--- src/rtl/wb_arbiter_2m_pkg.sv ---
// Shared types for the two-master Wishbone arbiter.
//   arb_state_t  : arbiter grant state (idle, master 0 owns, master 1 owns)
//   arb_master_t : master identifier used for round-robin history
//   sel_width()  : byte-select width for a given data width
package wb_arbiter_2m_pkg;

   typedef enum logic [1:0] {
      StIdle,
      StGnt0,
      StGnt1
   } arb_state_t;

   typedef enum logic {
      M0,
      M1
   } arb_master_t;

   function automatic int unsigned sel_width(input int unsigned data_w);
      return data_w / 8;
   endfunction

endpackage

--- src/rtl/wb_arbiter_2m_if.sv ---
// Wishbone B4 pipelined bus bundle.
//   master modport : drives cyc/stb/we/adr/dat_o/sel, receives dat_i/ack/err/stall
//   slave modport  : the reverse view
interface wb_arbiter_2m_if #(
   parameter int unsigned ADDR_W = 32,
   parameter int unsigned DATA_W = 32
) ();
   import wb_arbiter_2m_pkg::*;

   localparam int unsigned SEL_W = sel_width(DATA_W);

   logic              cyc;
   logic              stb;
   logic              we;
   logic [ADDR_W-1:0] adr;
   logic [DATA_W-1:0] dat_o;
   logic [SEL_W-1:0]  sel;
   logic [DATA_W-1:0] dat_i;
   logic              ack;
   logic              err;
   logic              stall;

   modport master (
      output cyc, stb, we, adr, dat_o, sel,
      input  dat_i, ack, err, stall
   );

   modport slave (
      input  cyc, stb, we, adr, dat_o, sel,
      output dat_i, ack, err, stall
   );

endinterface

--- src/rtl/wb_arbiter_2m_bus_watchdog.sv ---
// Bus watchdog: counts cycles a granted strobe waits without a response.
//   i_clk, i_rst_n : clock, asynchronous active-low reset
//   i_clear        : return the counter to zero
//   i_enable       : strobe outstanding with no response this cycle
//   o_expired      : one-cycle pulse when the wait reaches TIMEOUT cycles
module wb_arbiter_2m_bus_watchdog #(
   parameter int unsigned TIMEOUT = 255
) (
   input  logic i_clk,
   input  logic i_rst_n,
   input  logic i_clear,
   input  logic i_enable,
   output logic o_expired
);

   localparam int unsigned CntW = $clog2(TIMEOUT + 1);

   logic [CntW-1:0] r_cnt;
   logic            w_at_limit;

   assign w_at_limit = (r_cnt == CntW'(TIMEOUT));
   // A response arriving in the limit cycle wins over the abort.
   assign o_expired  = w_at_limit & i_enable;

   // Clearing at the limit keeps the counter from ever wrapping.
   always_ff @(posedge i_clk or negedge i_rst_n) begin
      if (!i_rst_n) begin
         r_cnt <= '0;
      end else if (i_clear || w_at_limit) begin
         r_cnt <= '0;
      end else if (i_enable) begin
         r_cnt <= r_cnt + CntW'(1);
      end
   end

endmodule

--- src/rtl/wb_arbiter_2m.sv ---
// Two-master Wishbone B4 arbiter with round-robin grant and bus watchdog.
//   i_clk, i_rst_n : clock, asynchronous active-low reset
//   io_m0          : instruction-fetch master port (slave view)
//   io_m1          : load/store master port (slave view)
//   io_s           : shared downstream slave port (master view)
// Grants are registered and held for the whole cyc burst; slave-side signals
// are a combinational mux of the registered grant.
module wb_arbiter_2m
   import wb_arbiter_2m_pkg::*;
#(
   parameter int unsigned ADDR_W  = 32,
   parameter int unsigned DATA_W  = 32,
   parameter int unsigned TIMEOUT = 255
) (
   input logic              i_clk,
   input logic              i_rst_n,
   wb_arbiter_2m_if.slave   io_m0,
   wb_arbiter_2m_if.slave   io_m1,
   wb_arbiter_2m_if.master  io_s
);

   localparam int unsigned SEL_W = sel_width(DATA_W);

   arb_state_t  r_state;
   arb_master_t r_last_owner;

   logic              w_own0;
   logic              w_own1;
   logic              w_own_cyc;
   logic              w_own_stb;
   logic              w_own_we;
   logic [ADDR_W-1:0] w_own_adr;
   logic [DATA_W-1:0] w_own_dat;
   logic [SEL_W-1:0]  w_own_sel;
   logic              w_wd_enable;
   logic              w_abort;

   // Grant FSM. A grant only ever changes in a cycle where the owner's cyc is
   // low (or from idle), so the watchdog clears naturally on every handover.
   always_ff @(posedge i_clk or negedge i_rst_n) begin
      if (!i_rst_n) begin
         r_state      <= StIdle;
         r_last_owner <= M0;
      end else begin
         unique case (r_state)
            StIdle: begin
               if (io_m0.cyc && io_m1.cyc) begin
                  r_state <= (r_last_owner == M0) ? StGnt1 : StGnt0;
               end else if (io_m0.cyc) begin
                  r_state <= StGnt0;
               end else if (io_m1.cyc) begin
                  r_state <= StGnt1;
               end
            end
            StGnt0: begin
               if (!io_m0.cyc) begin
                  r_last_owner <= M0;
                  r_state      <= io_m1.cyc ? StGnt1 : StIdle;
               end
            end
            StGnt1: begin
               if (!io_m1.cyc) begin
                  r_last_owner <= M1;
                  r_state      <= io_m0.cyc ? StGnt0 : StIdle;
               end
            end
            default: r_state <= StIdle;
         endcase
      end
   end

   assign w_own0 = (r_state == StGnt0);
   assign w_own1 = (r_state == StGnt1);

   always_comb begin
      w_own_cyc = 1'b0;
      w_own_stb = 1'b0;
      w_own_we  = 1'b0;
      w_own_adr = '0;
      w_own_dat = '0;
      w_own_sel = '0;
      unique case (r_state)
         StGnt0: begin
            w_own_cyc = io_m0.cyc;
            w_own_stb = io_m0.stb;
            w_own_we  = io_m0.we;
            w_own_adr = io_m0.adr;
            w_own_dat = io_m0.dat_o;
            w_own_sel = io_m0.sel;
         end
         StGnt1: begin
            w_own_cyc = io_m1.cyc;
            w_own_stb = io_m1.stb;
            w_own_we  = io_m1.we;
            w_own_adr = io_m1.adr;
            w_own_dat = io_m1.dat_o;
            w_own_sel = io_m1.sel;
         end
         default: ;
      endcase
   end

   assign w_wd_enable = w_own_cyc & w_own_stb & ~io_s.ack & ~io_s.err;

   wb_arbiter_2m_bus_watchdog #(
      .TIMEOUT (TIMEOUT)
   ) u_bus_watchdog (
      .i_clk     (i_clk),
      .i_rst_n   (i_rst_n),
      .i_clear   (~w_wd_enable),
      .i_enable  (w_wd_enable),
      .o_expired (w_abort)
   );

   // Slave side: the abort cycle withdraws the request from the slave.
   assign io_s.cyc   = w_own_cyc & ~w_abort;
   assign io_s.stb   = w_own_stb & ~w_abort;
   assign io_s.we    = w_own_we;
   assign io_s.adr   = w_own_adr;
   assign io_s.dat_o = w_own_dat;
   assign io_s.sel   = w_own_sel;

   // Master side: only the owner sees responses; the waiting master is stalled.
   assign io_m0.dat_i = io_s.dat_i;
   assign io_m0.ack   = w_own0 & io_s.ack;
   assign io_m0.err   = w_own0 & (io_s.err | w_abort);
   assign io_m0.stall = w_own0 ? io_s.stall : 1'b1;

   assign io_m1.dat_i = io_s.dat_i;
   assign io_m1.ack   = w_own1 & io_s.ack;
   assign io_m1.err   = w_own1 & (io_s.err | w_abort);
   assign io_m1.stall = w_own1 ? io_s.stall : 1'b1;

endmodule

--- src/flat_wrapper.sv ---
// flat-port wrapper written by rule: the top's interface ports become plain ports
module wb_arbiter_2m_flat import wb_arbiter_2m_pkg::*;
#(
   parameter int unsigned ADDR_W  = 32,
   parameter int unsigned DATA_W  = 32,
   parameter int unsigned TIMEOUT = 255
)
  (i_clk, i_rst_n, io_m0_cyc, io_m0_stb, io_m0_we, io_m0_adr, io_m0_dat_o, io_m0_sel, io_m0_dat_i, io_m0_ack, io_m0_err, io_m0_stall, io_m1_cyc, io_m1_stb, io_m1_we, io_m1_adr, io_m1_dat_o, io_m1_sel, io_m1_dat_i, io_m1_ack, io_m1_err, io_m1_stall, io_s_cyc, io_s_stb, io_s_we, io_s_adr, io_s_dat_o, io_s_sel, io_s_dat_i, io_s_ack, io_s_err, io_s_stall);
  wb_arbiter_2m_if #(.ADDR_W(ADDR_W), .DATA_W(DATA_W)) io_m0_i ();
  wb_arbiter_2m_if #(.ADDR_W(ADDR_W), .DATA_W(DATA_W)) io_m1_i ();
  wb_arbiter_2m_if #(.ADDR_W(ADDR_W), .DATA_W(DATA_W)) io_s_i ();
  input logic i_clk;
  input logic i_rst_n;
  input wire logic [$bits(io_m0_i.cyc)-1:0] io_m0_cyc;
  input wire logic [$bits(io_m0_i.stb)-1:0] io_m0_stb;
  input wire logic [$bits(io_m0_i.we)-1:0] io_m0_we;
  input wire logic [$bits(io_m0_i.adr)-1:0] io_m0_adr;
  input wire logic [$bits(io_m0_i.dat_o)-1:0] io_m0_dat_o;
  input wire logic [$bits(io_m0_i.sel)-1:0] io_m0_sel;
  output wire logic [$bits(io_m0_i.dat_i)-1:0] io_m0_dat_i;
  output wire logic [$bits(io_m0_i.ack)-1:0] io_m0_ack;
  output wire logic [$bits(io_m0_i.err)-1:0] io_m0_err;
  output wire logic [$bits(io_m0_i.stall)-1:0] io_m0_stall;
  input wire logic [$bits(io_m1_i.cyc)-1:0] io_m1_cyc;
  input wire logic [$bits(io_m1_i.stb)-1:0] io_m1_stb;
  input wire logic [$bits(io_m1_i.we)-1:0] io_m1_we;
  input wire logic [$bits(io_m1_i.adr)-1:0] io_m1_adr;
  input wire logic [$bits(io_m1_i.dat_o)-1:0] io_m1_dat_o;
  input wire logic [$bits(io_m1_i.sel)-1:0] io_m1_sel;
  output wire logic [$bits(io_m1_i.dat_i)-1:0] io_m1_dat_i;
  output wire logic [$bits(io_m1_i.ack)-1:0] io_m1_ack;
  output wire logic [$bits(io_m1_i.err)-1:0] io_m1_err;
  output wire logic [$bits(io_m1_i.stall)-1:0] io_m1_stall;
  output wire logic [$bits(io_s_i.cyc)-1:0] io_s_cyc;
  output wire logic [$bits(io_s_i.stb)-1:0] io_s_stb;
  output wire logic [$bits(io_s_i.we)-1:0] io_s_we;
  output wire logic [$bits(io_s_i.adr)-1:0] io_s_adr;
  output wire logic [$bits(io_s_i.dat_o)-1:0] io_s_dat_o;
  output wire logic [$bits(io_s_i.sel)-1:0] io_s_sel;
  input wire logic [$bits(io_s_i.dat_i)-1:0] io_s_dat_i;
  input wire logic [$bits(io_s_i.ack)-1:0] io_s_ack;
  input wire logic [$bits(io_s_i.err)-1:0] io_s_err;
  input wire logic [$bits(io_s_i.stall)-1:0] io_s_stall;
  assign io_m0_i.cyc = io_m0_cyc;
  assign io_m0_i.stb = io_m0_stb;
  assign io_m0_i.we = io_m0_we;
  assign io_m0_i.adr = io_m0_adr;
  assign io_m0_i.dat_o = io_m0_dat_o;
  assign io_m0_i.sel = io_m0_sel;
  assign io_m0_dat_i = io_m0_i.dat_i;
  assign io_m0_ack = io_m0_i.ack;
  assign io_m0_err = io_m0_i.err;
  assign io_m0_stall = io_m0_i.stall;
  assign io_m1_i.cyc = io_m1_cyc;
  assign io_m1_i.stb = io_m1_stb;
  assign io_m1_i.we = io_m1_we;
  assign io_m1_i.adr = io_m1_adr;
  assign io_m1_i.dat_o = io_m1_dat_o;
  assign io_m1_i.sel = io_m1_sel;
  assign io_m1_dat_i = io_m1_i.dat_i;
  assign io_m1_ack = io_m1_i.ack;
  assign io_m1_err = io_m1_i.err;
  assign io_m1_stall = io_m1_i.stall;
  assign io_s_cyc = io_s_i.cyc;
  assign io_s_stb = io_s_i.stb;
  assign io_s_we = io_s_i.we;
  assign io_s_adr = io_s_i.adr;
  assign io_s_dat_o = io_s_i.dat_o;
  assign io_s_sel = io_s_i.sel;
  assign io_s_i.dat_i = io_s_dat_i;
  assign io_s_i.ack = io_s_ack;
  assign io_s_i.err = io_s_err;
  assign io_s_i.stall = io_s_stall;
  wb_arbiter_2m #(.ADDR_W(ADDR_W), .DATA_W(DATA_W), .TIMEOUT(TIMEOUT)) u_core (.i_clk(i_clk), .i_rst_n(i_rst_n), .io_m0(io_m0_i), .io_m1(io_m1_i), .io_s(io_s_i));
endmodule
--- config.mk ---
export PLATFORM = sky130hd
export DESIGN_NAME = wb_arbiter_2m_flat
export DESIGN_NICKNAME = d
export VERILOG_FILES = /design/src/rtl/wb_arbiter_2m_pkg.sv /design/src/rtl/wb_arbiter_2m_if.sv /design/src/rtl/wb_arbiter_2m_bus_watchdog.sv /design/src/rtl/wb_arbiter_2m.sv /design/src/flat_wrapper.sv
export SDC_FILE = /design/constraint.sdc
export NUM_CORES = 1
export LEC_CHECK = 0
export CELL_PAD_IN_SITES_DETAIL_PLACEMENT = 0
export CELL_PAD_IN_SITES_GLOBAL_PLACEMENT = 1
export CORE_ASPECT_RATIO = 0.8
export CORE_MARGIN = 2
export CORE_UTILIZATION = 16
export CTS_BUF_LIST = sky130_fd_sc_hd__clkbuf_16
export CTS_CLUSTER_DIAMETER = 60
export DETAILED_ROUTE_END_ITERATION = 10
export PLACE_DENSITY_LB_ADDON = 0.1
export SETUP_SLACK_MARGIN = 0.4
export SKIP_LAST_GASP = 1
export SLEW_MARGIN = 20
export SYNTH_ARGS = -nofsm -noshare
export SYNTH_HDL_FRONTEND = slang
export SYNTH_SLANG_ARGS = --single-unit
--- constraint.sdc ---
create_clock -name i_clk -period 3.5 [get_ports i_clk]
set_input_delay 1.05 -clock i_clk [delete_from_list [all_inputs] [get_ports i_clk]]
set_output_delay 1.05 -clock i_clk [all_outputs]
set_load 0.1 [all_outputs]
**Word level (Yosys, flattened, before mapping)**

Cells that the tools add are included.

- $add $sub $neg: 1
- Eq/ne operators: 6
- Multiplexer cells: 22
- Bitwise logic cells: 15
- Reductions and logical operators: 7

Operators by type and width:

| operator | count |
|---|---|
| 32-bit case mux with 2 select lines | 2 |
| 8-bit 2-to-1 mux | 2 |
| 2-bit 2-to-1 mux | 7 |
| 1-bit bitwise AND | 10 |
| 8-bit by 1-bit adder with 8-bit output, second input constant | 1 |
| 8-bit == test, second input constant | 1 |
| 1-bit case mux with 2 select lines | 4 |
| 4-bit case mux with 2 select lines | 1 |
| 2-bit case mux with 3 select lines | 1 |
| 3-bit AND reduction | 2 |
| 1-bit 2-to-1 mux | 5 |
| 2-bit inequality test, second input constant | 2 |
| 4-bit by 3-bit inequality test with 1-bit output, second input constant | 1 |
| 1-bit NOT | 4 |
| 2-bit nonzero test | 2 |
| 2-bit by 1-bit == test with 1-bit output, second input constant | 1 |
| 2-bit == test, second input constant | 1 |
| 2-bit logical NOT | 1 |
| 1-bit logical AND | 1 |
| 1-bit logical OR | 1 |
| 1-bit OR | 1 |

- Flip-flop bits (word level): 11
- Output and inout bits: 141

**Depth between registers and ports, before layout**

Gate-level depths: netlist of the first run.

- Depth in word-level cells: 8
- Depth in mapped cells: 7

**By module**

From an unflattened synthesis of the first run, not the netlist that was laid out.

- Cells, all modules: 308
- Area, all modules: 2334.7 um^2

By module, submodules not included:

| module | times used | cells each | area an instance (um^2) | sequential area each (um^2) |
|---|---|---|---|---|
| wb_arbiter_2m | 1 | 266 | 1893.1 | 75.1 |
| wb_arbiter_2m_bus_watchdog | 1 | 42 | 441.7 | 200.2 |

**Least setup slack after synthesis of the first run**

OpenSTA, ideal clock, no wires.

- Path kind: input -> output
- Start point: input io_s_err
- End point: output io_m0_err
- Arrival: 3.591 ns
- Required time: 2.450 ns
- Slack: -1.141 ns
- Cell stages on the path: 3
- Buffers on the path: 0
- Cells stage by stage: nor2_1 nand4_4 o21ai_0

- Longest elaborated chain between the ends: 5

RTL lines:

| what | line | RTL |
|---|---|---|
| from (decl) | flat_wrapper.sv:42 | `input wire logic [$bits(io_s_i.err)-1:0] io_s_err;` |
| 1-bit NOT | wb_arbiter_2m.sv:103 | `assign w_wd_enable = w_own_cyc & w_own_stb & ~io_s.ack & ~io_s.err;` |
| 1-bit bitwise AND | wb_arbiter_2m.sv:103 |  |
| 1-bit bitwise AND | wb_arbiter_2m_bus_watchdog.sv:23 | `assign o_expired = w_at_limit & i_enable;` |
| 1-bit OR * | wb_arbiter_2m.sv:126 | `assign io_m0.err = w_own0 & (io_s.err \| w_abort);` |
| 1-bit bitwise AND * | wb_arbiter_2m.sv:126 |  |
| to (decl) | flat_wrapper.sv:22 | `output wire logic [$bits(io_m0_i.err)-1:0] io_m0_err;` |

Mark *: on every way between the ends. The rest lies on a longest branch, timed or not.

**Final worst setup path of the first run**

- Start point: input io_m1_dat_o[21]
- End point: output io_s_dat_o[21]

- Longest elaborated chain between the ends: 1

RTL lines:

| what | line | RTL |
|---|---|---|
| from (decl) | flat_wrapper.sv:28 | `input wire logic [$bits(io_m1_i.dat_o)-1:0] io_m1_dat_o;` |
| 32-bit case mux with 2 select lines | wb_arbiter_2m.sv:82 | `unique case (r_state)` |
| to (decl) | flat_wrapper.sv:38 | `output wire logic [$bits(io_s_i.dat_o)-1:0] io_s_dat_o;` |

Every way passes these cells.

==> flow_summary.toml, run 1 <==
[run_status]
status = "complete, no violations"

[yosys]
synth-adder-area-share_pct = 2.719
synth_edf_count = 0
netlist_area_um2 = 2301
ys_ff_latch = 11
synth_top_area_cell = "a22oi_1"
syn-instance-count = 305
yosysTopAreaCellShare_pct = 22.51
yosys_warnings = 0
synth-simple-area-share_pct = 27.79
netlist-cell-type-count = 33
ys_top_cells_by_area = "a22oi_1 23%, buf_4 22%, nor2b_1 19%"
synth.avg_cell_area_um2 = 7.544
yosysSeqAreaShare_pct = 11.96
muxShareOfSynthArea_pct = 0.4350
synth_compound_area_share_pct = 28.71
async_reset_ff_share_pct = 100.0
yosys.area_share.xor_xnor_pct = 1.142
synth_top_family_by_area = "compound AO/OA/AOI/OAI gates"
synth_nets = 489
synth_flop_cell = "dfrtp_1"

[timing]
hold_slack_ns = 0.5114
rsz0062_at_grt = "true"
hold_viol = 0
min_period_ns = 3.068
fmax_ghz = 0.3259
drv_slew = 0
worstMarginPinSlew_ns = 0.5007
final.period_utilization_pct = 87.66
tns_ns = 0
slew_headroom_pct = 66.52
clock_skew_ns = 0.0009055
finalSetupViolations = 0

[placed_design]
placed_area_um2 = 5613
io_buffers = 223
dp_hpwl_mm = 8.571
gp_congestion = 0.7537

[floorplan]
rows = 39
die_x_um = 138.1
die_area_um2 = 15360
die_h_um = 111.3
io-pin-count = 320
core_um2 = 14150
initial_core_util_pct = 16.26

[worst_hold_path]
whs_path_depth = 1
hold_class = "reg -> reg"
hp-start = "u_core.u_bus_watchdog.r_cnt[0]"
min_to = "u_core.u_bus_watchdog.r_cnt[0]"

[clocking]
cts_made_buffers = 3
cts-root-buf = "clkbuf_16"
postCtsHoldBufs = 0
htree_levels = 1
clock-sinks = 11
clk_latency_ns = 0.24
tritoncts = "done"
cts_buffer_depth = 2
clk_pin_slew_ns = 0.04

[detailed_routing]
vias_per_cell = 4.348
first_pass_iters = 4
final_antenna_net_count = 0
drc = 0
vias = 2800
finalWirelength_mm = 10.72
routedWlPerCell_um = 16.64
drtIter0Drc = 83

[finish]
antenna_cells = 0
nets = 645
area_growth_pct = 153.5
drive_gt1_share_pct = 40.87
fin_area_um2 = 5833
fillers = 1327

[grt]
grt_pass1_vias = 2832
overflow = 0
use_met2_pct = 22.28
grt_start_max_net_pins = 51
grt_pass1_wl_mm = 16.23
use_met3_pct = 4.233
grtUsageMet1_pct = 16.07
track_usage_pct = 12.90
top_usage_layer = "met2"
grt_antenna_before_repair = 0

[critical_path]
path_delay_family = "buffers and inverters"
rr_endpoint = "u_core.u_bus_watchdog.r_cnt[7]"
cp_cell_sequence = "clkdlybuf4s50_1 > a22oi_1 > nor2b_4 > buf_12"
endpoint_kind = "output pin"
critPathLaunchType = "input port"
worstSetupPathType = "in -> out"
required_ns = 2.45
cp_slowest_stage_delay_ns = 0.45
rrSetupSlack_ns = 1.56
crit_fanout = 1
reg2reg_from = "u_core.r_state[1]"
reg2reg_depth = 8
arrival_ns = 2.02
critPathBufInv = 2
crit_slowest_cell = "clkdlybuf4s50_1"

[pwr]
p_leak_nw = 2.202
p_per_area_nw_per_um2 = 1070
irDropWorstVdd_v = 0.0005575

[flow_run]
cap_violations = 0
[worst max-delay path by stage]
stage / start / endpoint / slack [ns] / depth (start not counted)
6_report: io_m1_dat_o[21] / io_s_dat_o[21] / 0.43 / 4
3_3_place_gp: io_m0_cyc / io_s_cyc / 0.11 / 5
4_1_cts: io_m1_stb / io_s_stb / 0.40 / 5
2_1_floorplan: io_s_err / io_m0_err / 0.1 / 3
3_5_place_dp: io_m0_cyc / io_s_cyc / 0.11 / 5
5_1_grt: io_m1_dat_o[28] / io_s_dat_o[28] / 0.35 / 4
[power breakdown]
group | internal, W | switching [W]
sequential | 0.000145 | 0.0000221
clock | 0.000150 | 0.0000546
combinational | 0.00241 | 0.00346
total | 0.00270 | 0.00353
[timing repair]
item                                    4_1_cts  5_1_grt
endpoints found under the setup margin       24       73
pin swaps                                     9        5
gates cloned                                  0        1
resized for setup                            15        7
buffers inserted                              3        5
[per-stage QoR]
stage / instances / utilization [%] / total power, W / worst slack [ns]
floorplan: 305 / - / 0.004363 / 0.09902
global placement: 631 / 39.66 / 0.005910 / 0.1118
detailed placement: 631 / 39.66 / 0.005912 / 0.1108
CTS: 638 / 40.58 / 0.006177 / 0.4035
global route: 644 / 41.22 / 0.006452 / 0.3523
finish: 644 / 41.22 / 0.006239 / 0.4320
[worst reg2reg max path: stages, from the launching register on]
cell and delay, ns:
dfrtp_1 0.43, inv_1 0.17, ha_4 0.30, a22o_4 0.19, buf_4 0.11, nand4_4 0.14
buf_4 0.17, buf_4 0.16, a211oi_2 0.19
[area by class of cell]
cell class / instances / area (um2) / share of cell area, %
Tap cell: 184 / 230.2 / 3.947
Inverter: 5 / 18.77 / 0.3218
Clock inverter: 1 / 3.754 / 0.06435
Timing Repair Buffer: 241 / 3207 / 54.98
Sequential cell: 11 / 275.3 / 4.719
Multi-Input combinational cell: 199 / 2023 / 34.68
Clock buffer: 3 / 75.07 / 1.287
[routing by layer]
layer	vias to the layer above	part of all wire (%)
met5	-	0
met4	0	0.78
met3	11	9.1
met2	183	49
met1	1280	41
li1	1326	-
[cells in the mapped netlist (all sizes together), types with 3 or more instances]
library cell	count
o21ai	7
a21oi	6
a22oi	69
dfrtp	11
clkbuf	13
ha	5
nor2b	69
nand2	5
and2	3
buf	77
nand2b	3
or3	3
nand3	5
inv	5
nor3	3
[layout by cell type (no fill, tap or decap), types with 3 or more instances in the layout]
cell             synthesis  final
buf_4                   67     11
dfrtp_1                 11     11
nand3_1                  5      5
ha_4                     0      3
nand2b_1                 3      3
or3_1                    3      3
clkdlybuf4s50_1          0    140
o21ai_0                  7      5
nand2_1                  5      5
clkbuf_16                0      4
a21oi_1                  6      4
nor2b_4                  0     68
nor3_1                   3      3
inv_1                    5      6
buf_12                   0     81
a22oi_1                 69     67
[cell families (layout without fill, tap and decap cells)]
group | Yosys count | after routing
xor gates and xnor gates | 3 | 3
buffers and inverters | 95 | 250
DFF | 11 | 11
AOI/OAI and AO/OA | 89 | 89
adders and majority gates | 5 | 5
and+or+nand+nor | 101 | 101
muxes | 1 | 1
[flip-flops by register name, indices dropped and copies added (netlist names)]
name	cells
u_core.r_state	2
u_core.r_last_owner	1
u_core.u_bus_watchdog.r_cnt	8
Power figures use the tool's default switching activity.
==> run 2: changes to the inputs <==
CELL_PAD_IN_SITES_DETAIL_PLACEMENT = default   (was 0)
CELL_PAD_IN_SITES_GLOBAL_PLACEMENT = default   (was 1)
CORE_AREA = 2 2 124 126   (was default)
CORE_ASPECT_RATIO = default   (was 0.8)
CORE_MARGIN = default   (was 2)
CORE_UTILIZATION = default   (was 16)
DIE_AREA = 0 0 126 128   (was default)
HOLD_SLACK_MARGIN = 0.05   (was default)
PLACE_DENSITY_LB_ADDON = 0.25   (was 0.1)
==> flow_summary.toml, run 2 (synthesized netlist as in run 1, its figures left out) <==
[clocking]
cts-root-buf = "clkbuf_16"
tritoncts = "done"
cts_buffer_depth = 2
clock-sinks = 11
postCtsHoldBufs = 0
htree_levels = 1
cts_made_buffers = 3
clk_pin_slew_ns = 0.04
clk_latency_ns = 0.24

[placed_design]
placed_cells = 636
gp_congestion = 0.7649
io_buffers = 223
placed_area_um2 = 5600
dp_hpwl_mm = 8.170

[pwr]
clock_power_share_pct = 3.4
net-switching-power_w = 0.003503
intPower_w = 0.002611
seq_power_share_pct = 2.6
p_per_area_nw_per_um2 = 1063
p_leak_nw = 2.164
p_sw_share_pct = 57.29
comb_power_share_pct = 94.0
irDropWorstVdd_v = 0.0004233

[grt]
track_usage_pct = 11.68
overflow = 0
grt_antenna_before_repair = 0
grt_pass1_wl_mm = 15.41
grt_pass1_vias = 2813
grt_start_max_net_pins = 55

[finish]
fillers = 1463
nets = 640
drive_gt1_share_pct = 41.76
fin_area_um2 = 5751
stdcell_count = 643
reg_top3 = "u_core.u_bus_watchdog.r_cnt (8), u_core.r_state (2), u_core.r_last_owner (1)"
antenna_cells = 0
fin_util_pct = 38.69
regMostFlops = "u_core.u_bus_watchdog.r_cnt"
area_growth_pct = 149.9
final_cell_mix = "140 x clkdlybuf4s50_1, 81 x buf_12, 68 x nor2b_4"
largest_reg_flops = 8
layout_commonest_cell = "clkdlybuf4s50_1"

[critical_path]
crit_slowest_cell = "clkdlybuf4s50_1"
rr_endpoint = "u_core.u_bus_watchdog.r_cnt[5]"
cp_cell_sequence = "clkdlybuf4s50_1 > a22oi_1 > nor2b_4 > buf_12"
path_delay_family = "buffers and inverters"
arrival_ns = 2.03
endpoint_kind = "output pin"
rrSetupSlack_ns = 1.68
worstSetupPathType = "in -> out"
reg2reg_depth = 8
required_ns = 2.45
crit_fanout = 1
critPathLaunchType = "input port"
reg2reg_from = "u_core.r_state[1]"
critPathBufInv = 2
cp_slowest_stage_delay_ns = 0.43

[timing]
tns_ns = 0
final.period_utilization_pct = 87.92
fmax_ghz = 0.3250
hold_viol = 0
drv_slew = 0
worstMarginPinSlew_ns = 0.5113
finalSetupViolations = 0
slew_headroom_pct = 65.81
rsz0062_at_grt = "true"
clock_skew_ns = 0.001975
min_period_ns = 3.077

[floorplan]
die_h_um = 128
io-pin-count = 320
core_um2 = 14860
rows = 45
die_x_um = 126
die_area_um2 = 16130
initial_core_util_pct = 15.48

[detailed_routing]
routedWlPerCell_um = 15.88
vias = 2761
final_antenna_net_count = 0
drtIter0Drc = 82
finalWirelength_mm = 10.21
vias_per_cell = 4.294
drc = 0
first_pass_iters = 4

[run_status]
status = "complete, no violations"

[worst_hold_path]
min_to = "u_core.u_bus_watchdog.r_cnt[0]"
hp-start = "u_core.u_bus_watchdog.r_cnt[0]"
hold_class = "reg -> reg"
whs_path_depth = 1

[flow_run]
cap_violations = 0
==> run 2: changes by cell type in the layout (fill, tap and decap cells not counted), sizes merged <==
cell and delta:
buf -1, clkbuf -1, clkdlybuf4s15 -3
==> run 2: worst max path at each step <==
stage / startpoint / end / slack (ns) / cells after the start
floorplan: io_s_err / io_m0_err / 0.1 / 3
global placement: io_m0_cyc / io_s_cyc / 0.09 / 5
detailed placement: io_m0_cyc / io_s_cyc / 0.07 / 5
finish: io_m1_dat_o[23] / io_s_dat_o[23] / 0.42 / 4
global route: io_s_ack / io_m0_err / 0.38 / 5
CTS: io_m0_sel[1] / io_s_sel[1] / 0.41 / 4
==> run 2: worst register-to-register path: cells and delay by family, from the launching register on <==
| kind | cells | cell delay (ns) |
|---|---|---|
| DFF | 1 | 0.41 |
| and+or+nand+nor | 1 | 0.12 |
| AOI/OAI and AO/OA | 2 | 0.35 |
| buffers and inverters | 4 | 0.60 |
| adders and majority gates | 1 | 0.25 |
==> run 2: layout make-up <==
type / instances / area [um2] / area share, %
Multi-Input combinational cell: 199 / 2011 / 34.97
Clock inverter: 1 / 3.754 / 0.06527
Clock buffer: 3 / 75.07 / 1.305
Timing Repair Buffer: 236 / 3132 / 54.46
Inverter: 5 / 18.77 / 0.3264
Sequential cell: 11 / 275.3 / 4.787
Tap cell: 188 / 235.2 / 4.091
==> run 2: routing by layer <==
metal  track usage (%)  part of all wire [%]  vias to the layer above
li1                  -                     -                     1314
met1             14.20                    40                     1297
met2             21.63                    52                      131
met3             2.212                   7.3                       19
met4             2.004                   1.0                        0
met5                 0                     0                        -
==> run 2: repair_timing <==
| item | 4_1_cts | 5_1_grt |
|---|---|---|
| buffers inserted | 3 | 0 |
| pin swaps | 7 | 3 |
| gates resized for setup | 20 | 13 |
| endpoints found under the setup margin | 5 | 10 |
==> run 2: per-stage QoR <==
| step | hold slack, ns | total power (W) | setup slack [ns] |
|---|---|---|---|
| 2_1_floorplan | 0.4809 | 0.004363 | 0.09902 |
| 3_3_place_gp | 0.4994 | 0.005871 | 0.08616 |
| 3_5_place_dp | 0.5119 | 0.005894 | 0.07152 |
| 4_1_cts | 0.5250 | 0.006145 | 0.4084 |
| 5_1_grt | 0.5747 | 0.006335 | 0.3801 |
| 6_report | 0.5150 | 0.006115 | 0.4228 |
==> run 2: power groups by stage <==
stage               sequential (W)  combinational [W]  clock, W
CTS                       0.000161            0.00577  0.000212
detailed placement        0.000163            0.00573         0
global placement          0.000161            0.00571         0
global route              0.000163            0.00595  0.000219
finish                    0.000161            0.00575  0.000205
floorplan                 0.000158            0.00420         0
==> run 3: changes to the inputs <==
CAP_MARGIN = 0   (was default)
==> results of run 3 <==
Final layout, timing and power as in run 2 (identical DEF).
